===== config.mk =====
export PLATFORM = sky130hd
export DESIGN_NAME = wb_regfile_sb
export DESIGN_NICKNAME = d
export VERILOG_FILES = /design/src/rtl/wb_pkg.sv /design/src/rtl/rf_array.sv /design/src/rtl/wb_regfile_sb.sv
export SDC_FILE = /design/constraint.sdc
export NUM_CORES = 2
export LEC_CHECK = 0
export CORE_MARGIN = 1.5
export CORE_UTILIZATION = 30
export DETAILED_ROUTE_END_ITERATION = 6
export GPL_TIMING_DRIVEN = 0
export PLACE_DENSITY = 0.45
export SETUP_SLACK_MARGIN = 0.1
export SLEW_MARGIN = 20
export SYNTH_ARGS = -nofsm -noshare
export SYNTH_HDL_FRONTEND = slang
export SYNTH_SLANG_ARGS = --single-unit
export TNS_END_PERCENT = 10

===== constraint.sdc =====
create_clock -name clk -period 8.9 [get_ports clk]
set_input_delay 1.78 -clock clk [delete_from_list [all_inputs] [get_ports clk]]
set_output_delay 1.78 -clock clk [all_outputs]
set_load 0.01 [all_outputs]

===== src/rtl/wb_pkg.sv =====
// rtl/wb_pkg.sv - shared widths, types and writeback-select encoding for the writeback path
package wb_pkg;
  localparam int XLEN   = 32;
  localparam int NREGS  = 32;
  localparam int REG_AW = 5;

  typedef logic [REG_AW-1:0] reg_addr_t;
  typedef logic [XLEN-1:0]   word_t;

  typedef enum logic [1:0] {
    WB_ALU = 2'b00,
    WB_MEM = 2'b01,
    WB_IMM = 2'b10,
    WB_PC  = 2'b11
  } wb_sel_e;
endpackage


===== src/rtl/rf_array.sv =====
// rtl/rf_array.sv - architectural register storage, one write port, two bypassed read ports
import wb_pkg::*;

module rf_array #(
  parameter int XLEN  = wb_pkg::XLEN,
  parameter int NREGS = wb_pkg::NREGS,
  parameter int AW    = wb_pkg::REG_AW
) (
  input  logic            clk,
  input  logic            rst_n,
  input  logic            we,
  input  logic [AW-1:0]   waddr,
  input  logic [XLEN-1:0] wdata,
  input  logic [AW-1:0]   raddr1,
  input  logic [AW-1:0]   raddr2,
  output logic [XLEN-1:0] rdata1,
  output logic [XLEN-1:0] rdata2
);

  logic [XLEN-1:0] regs [NREGS];
  logic            wr_en;

  assign wr_en = we && (waddr != '0);

  always_ff @(posedge clk or negedge rst_n) begin
    if (!rst_n) begin
      for (int i = 0; i < NREGS; i++) regs[i] <= '0;
    end else if (wr_en) begin
      regs[waddr] <= wdata;
    end
  end

  // x0 is forced to zero on read; the bypass covers a write landing this same cycle
  always_comb begin
    rdata1 = regs[raddr1];
    rdata2 = regs[raddr2];
    if (raddr1 == '0)                  rdata1 = '0;
    else if (wr_en && waddr == raddr1) rdata1 = wdata;
    if (raddr2 == '0)                  rdata2 = '0;
    else if (wr_en && waddr == raddr2) rdata2 = wdata;
  end

endmodule


===== src/rtl/wb_regfile_sb.sv =====
// rtl/wb_regfile_sb.sv - register file with pending-write scoreboard and RAW/WAW issue stall
import wb_pkg::*;

module wb_regfile_sb #(
  parameter int XLEN  = wb_pkg::XLEN,
  parameter int NREGS = wb_pkg::NREGS,
  parameter int AW    = wb_pkg::REG_AW
) (
  input  logic             clk,
  input  logic             rst_n,
  input  logic             iss_valid,
  input  logic [AW-1:0]    iss_rs1,
  input  logic [AW-1:0]    iss_rs2,
  input  logic             iss_rs1_used,
  input  logic             iss_rs2_used,
  input  logic [AW-1:0]    iss_rd,
  input  logic             iss_rd_we,
  output logic [XLEN-1:0]  rs1_data,
  output logic [XLEN-1:0]  rs2_data,
  output logic             iss_stall,
  input  logic             wb_valid,
  input  logic [AW-1:0]    wb_rd,
  input  logic [XLEN-1:0]  rf_wdata,
  input  logic             flush,
  output logic [NREGS-1:0] busy_vec,
  output logic             wb_err
);

  logic [NREGS-1:0] busy, clr_vec, set_vec, hz_vec;
  logic             fire;

  rf_array #(.XLEN(XLEN), .NREGS(NREGS), .AW(AW)) u_rf (
    .clk    (clk),
    .rst_n  (rst_n),
    .we     (wb_valid),
    .waddr  (wb_rd),
    .wdata  (rf_wdata),
    .raddr1 (iss_rs1),
    .raddr2 (iss_rs2),
    .rdata1 (rs1_data),
    .rdata2 (rs2_data)
  );

  // A writeback releasing a register this cycle already resolves the hazard on it
  always_comb begin
    clr_vec = '0;
    if (wb_valid && wb_rd != '0) clr_vec[wb_rd] = 1'b1;
  end

  assign hz_vec = busy & ~clr_vec;

  assign iss_stall = iss_valid &&
                     ((iss_rs1_used && iss_rs1 != '0 && hz_vec[iss_rs1]) ||
                      (iss_rs2_used && iss_rs2 != '0 && hz_vec[iss_rs2]) ||
                      (iss_rd_we    && iss_rd  != '0 && hz_vec[iss_rd]));

  assign fire = iss_valid && !iss_stall && !flush;

  always_comb begin
    set_vec = '0;
    if (fire && iss_rd_we && iss_rd != '0) set_vec[iss_rd] = 1'b1;
  end

  always_ff @(posedge clk or negedge rst_n) begin
    if (!rst_n) begin
      busy   <= '0;
      wb_err <= 1'b0;
    end else begin
      // set beats a same-cycle release; flush beats both
      if (flush) busy <= '0;
      else       busy <= ((busy & ~clr_vec) | set_vec) & ~NREGS'(1);
      if (wb_valid && wb_rd != '0 && !busy[wb_rd] && !flush) wb_err <= 1'b1;
    end
  end

  assign busy_vec = busy;

endmodule


==> qor.csv <==
stage;metric;value;unit
yosys;netlist_top_cells_count;dfrtp_1, mux2_2, mux4_2;
critical_path;rr_startpoint;busy_vec[12];
drt;wire_per_inst;40.5;µm
timing;fin_ws;0.0879;ns
yosys;avgSynthCellArea;15.4;µm²
cts;clkTransAtPathRegs;0.06;ns
power_and_ir_drop;power.total;15.5;mW
hold_path;min_path_type;flop to flop;
cts;post_cts.repair.setup_buffers;0;
drt;totalWireLength;271000;µm
cts;cts_tree;done;
cts;clock_path_buffers;3;
timing;hold_slack;0.471;ns
timing;post-route-min-period;8.81;ns
drt;avgViaCountPerCell;5.99;
yosys;synth-seq-area-share;45.8;%
floorplanning;coreArea;191000;µm²
run;max_cap_violations;0;
global_routing;grt_overflow;0;
critical_path;rr_worst_depth;8;
placed_design;postPlaceCellArea;64000;µm²
critical_path;critical_path.max_fanout;10;
timing;hold_viol;0;
layout;syn_to_final_growth;18.8;%
placed_design;globalplace.congestion;0.902;
critical_path;crit_start;iss_rs1[1];
critical_path;endpoint;rs1_data[1];
global_routing;grt_max_degree;135;
yosys;synth_ff_type;dfrtp_1;
global_routing;antenna_found_initial;20;
timing;rsz0062_at_grt;false;
critical_path;cp-end-kind;output port;
yosys;synth_top_area_share;45.8;%
floorplanning;fp.dieW;441;µm
placed_design;portBuffers;148;
timing;skew;0.0194;ns
power_and_ir_drop;p_leak;28.4;nW
yosys;ys_types;60;
yosys;synth_area_leaders;dfrtp_1, mux4_2, mux2_2, clkbuf_1, mux2i_1;
timing;finalSetupViolCount;0;
critical_path;worst_setup_path_start_kind;primary input;
global_routing;grt_use_total;27.8;%
power_and_ir_drop;ir_worst_vdd;0.184;mV
drt;drt_iter0_drc;4593;
floorplanning;io_pins;158;
power_and_ir_drop;power_density;226;nW/µm²
placed_design;placedCellCount;6455;
global_routing;grt_pass1_wl;363000;µm
yosys;ys_seq_elements;1056;
layout;fillers;18200;
timing;period_share;99.0;%
layout;fin_util;35.9;%
floorplanning;die-area;195000;µm²
layout;drive_gt1_share;52.1;%
timing;tightest_slew;1.27;ns
yosys;syn-cell-area;57700;µm²
yosys;yosysTopAreaCell;dfrtp_1;
floorplanning;die_y;441;µm
timing;clock.fmax;113;MHz
yosys;synth-async-reset-ratio;100;%
critical_path;timing.rr.end;busy_vec[19];
cts;clockRootBuffer;clkbuf_16;
yosys;synth-edff-count;0;
hold_path;holdPathStages;1;
critical_path;crit_type;primary input to output port;
cts;clk_latency;0.80;ns
global_routing;grt_pass1_vias;39800;
floorplanning;initial_core_util;30.2;%
drt;postRouteAntennaNets;0;
timing;relSlewSlack;15.1;%
cts;cts_hold_buf;0;
layout;final_cells;6694;
floorplanning;rows;160;
cts;clkSinkCount;1056;
timing;finalSetupTns;0;ns
layout;final_nets;4140;
layout;stdcell_area;68500;µm²
yosys;synth_nets;3794;
hold_path;min_from;wb_err;
yosys;syn-instance-count;3734;
yosys;yosysMostFrequentCell;dfrtp_1;
run_status;status;finished, final reports clean;
cts;numCtsBuffers;134;
yosys;ys_warn_count;0;
drt;firstDrtPassIters;6;
drt;vias;40100;
critical_path;worstPathArrival;7.03;ns
cts;htreeDepth;4;
critical_path;reg2reg_slack;6.26;ns
placed_design;dp_slack;-0.861;ns
timing;maxSlewViolCount;0;
critical_path;critPathRequiredTime;7.12;ns
drt;drc_errors;0;
placed_design;dp_hpwl;187000;µm
## worst max-delay path, cell delays in order
cell and delay [ns]:
clkdlybuf4s50_1 0.57, buf_2 0.30, buf_2 0.65, clkbuf_2 0.71, buf_2 0.69, mux2i_1 0.32
a211oi_1 0.31, a21oi_1 0.14, a211oi_1 0.78, clkdlybuf4s50_1 0.70
## worst min path at each step
stage | slack [ns] | end
final | 0.47 | wb_err
after global routing | 0.49 | u_rf.regs[1012]
after CTS | 0.48 | wb_err
after detailed placement | 0.46 | u_rf.regs[992]
after global placement | 0.46 | u_rf.regs[1010]
after floorplan | 0.44 | u_rf.regs[1000]
## layout make-up
class / instances / area [µm²] / area share, %
Clock buffer: 207 / 4090 / 5.98
Clock inverter: 27 / 345 / 0.504
Tap cell: 2511 / 3140 / 4.59
Inverter: 6 / 22.5 / 0.0329
Multi-Input combinational cell: 2221 / 29400 / 43.0
Buffer: 451 / 2030 / 2.97
Antenna cell: 5 / 12.5 / 0.0183
Timing Repair Buffer: 210 / 2980 / 4.36
Sequential cell: 1056 / 26400 / 38.6
## report_power, final
group	internal, mW	switching (mW)	total (mW)
registers	5.69	0.638	6.33
clock network	3.33	2.31	5.64
logic	1.99	1.52	3.51
total	11.0	4.47	15.5
## cell families (layout without fill, tap and decap cells)
logic type             count (synthesis)  in the layout  synth area share, %
flip-flops                          1056           1056                 45.8
AND/OR/NAND/NOR                      264            264                 2.43
XOR/XNOR                              12             12                0.182
AO/OA/AOI/OAI                        219            219                 2.55
buffers and inverters                457            901                 3.18
other                                  1              6              0.00650
multiplexers                        1725           1725                 45.8
## placed cells by master (no fill, tap or decap), types with 21 or more instances in the layout
master	n
a21oi_1	21
clkbuf_16	138
nand4_1	36
buf_2	108
a211oi_1	83
mux2i_1	95
or2_2	25
mux2_2	999
clkbuf_2	121
buf_12	22
clkdlybuf4s50_1	147
mux4_2	631
dfrtp_1	1056
buf_16	38
nor2_1	97
o21ai_0	31
clkbuf_8	38
clkbuf_1	229
## registers in the layout, indices dropped and copies added, names as in the netlist
signal / cells
busy_vec: 31
u_rf.regs: 1024
wb_err: 1
## what timing repair did
action | in CTS | in global routing
gates cloned | 0 | 0
gates resized for setup | 8 | 2
setup endpoints to repair | 54 | 4
## metal layers
| metal | routed length [µm] | global-route usage, % |
|---|---|---|
| met4 | 14300 | 13.1 |
| met5 | 44 | 0 |
| met2 | 124000 | 43.1 |
| met3 | 20600 | 5.72 |
| met1 | 112000 | 37.2 |
(Power assumes the default switching activity.)
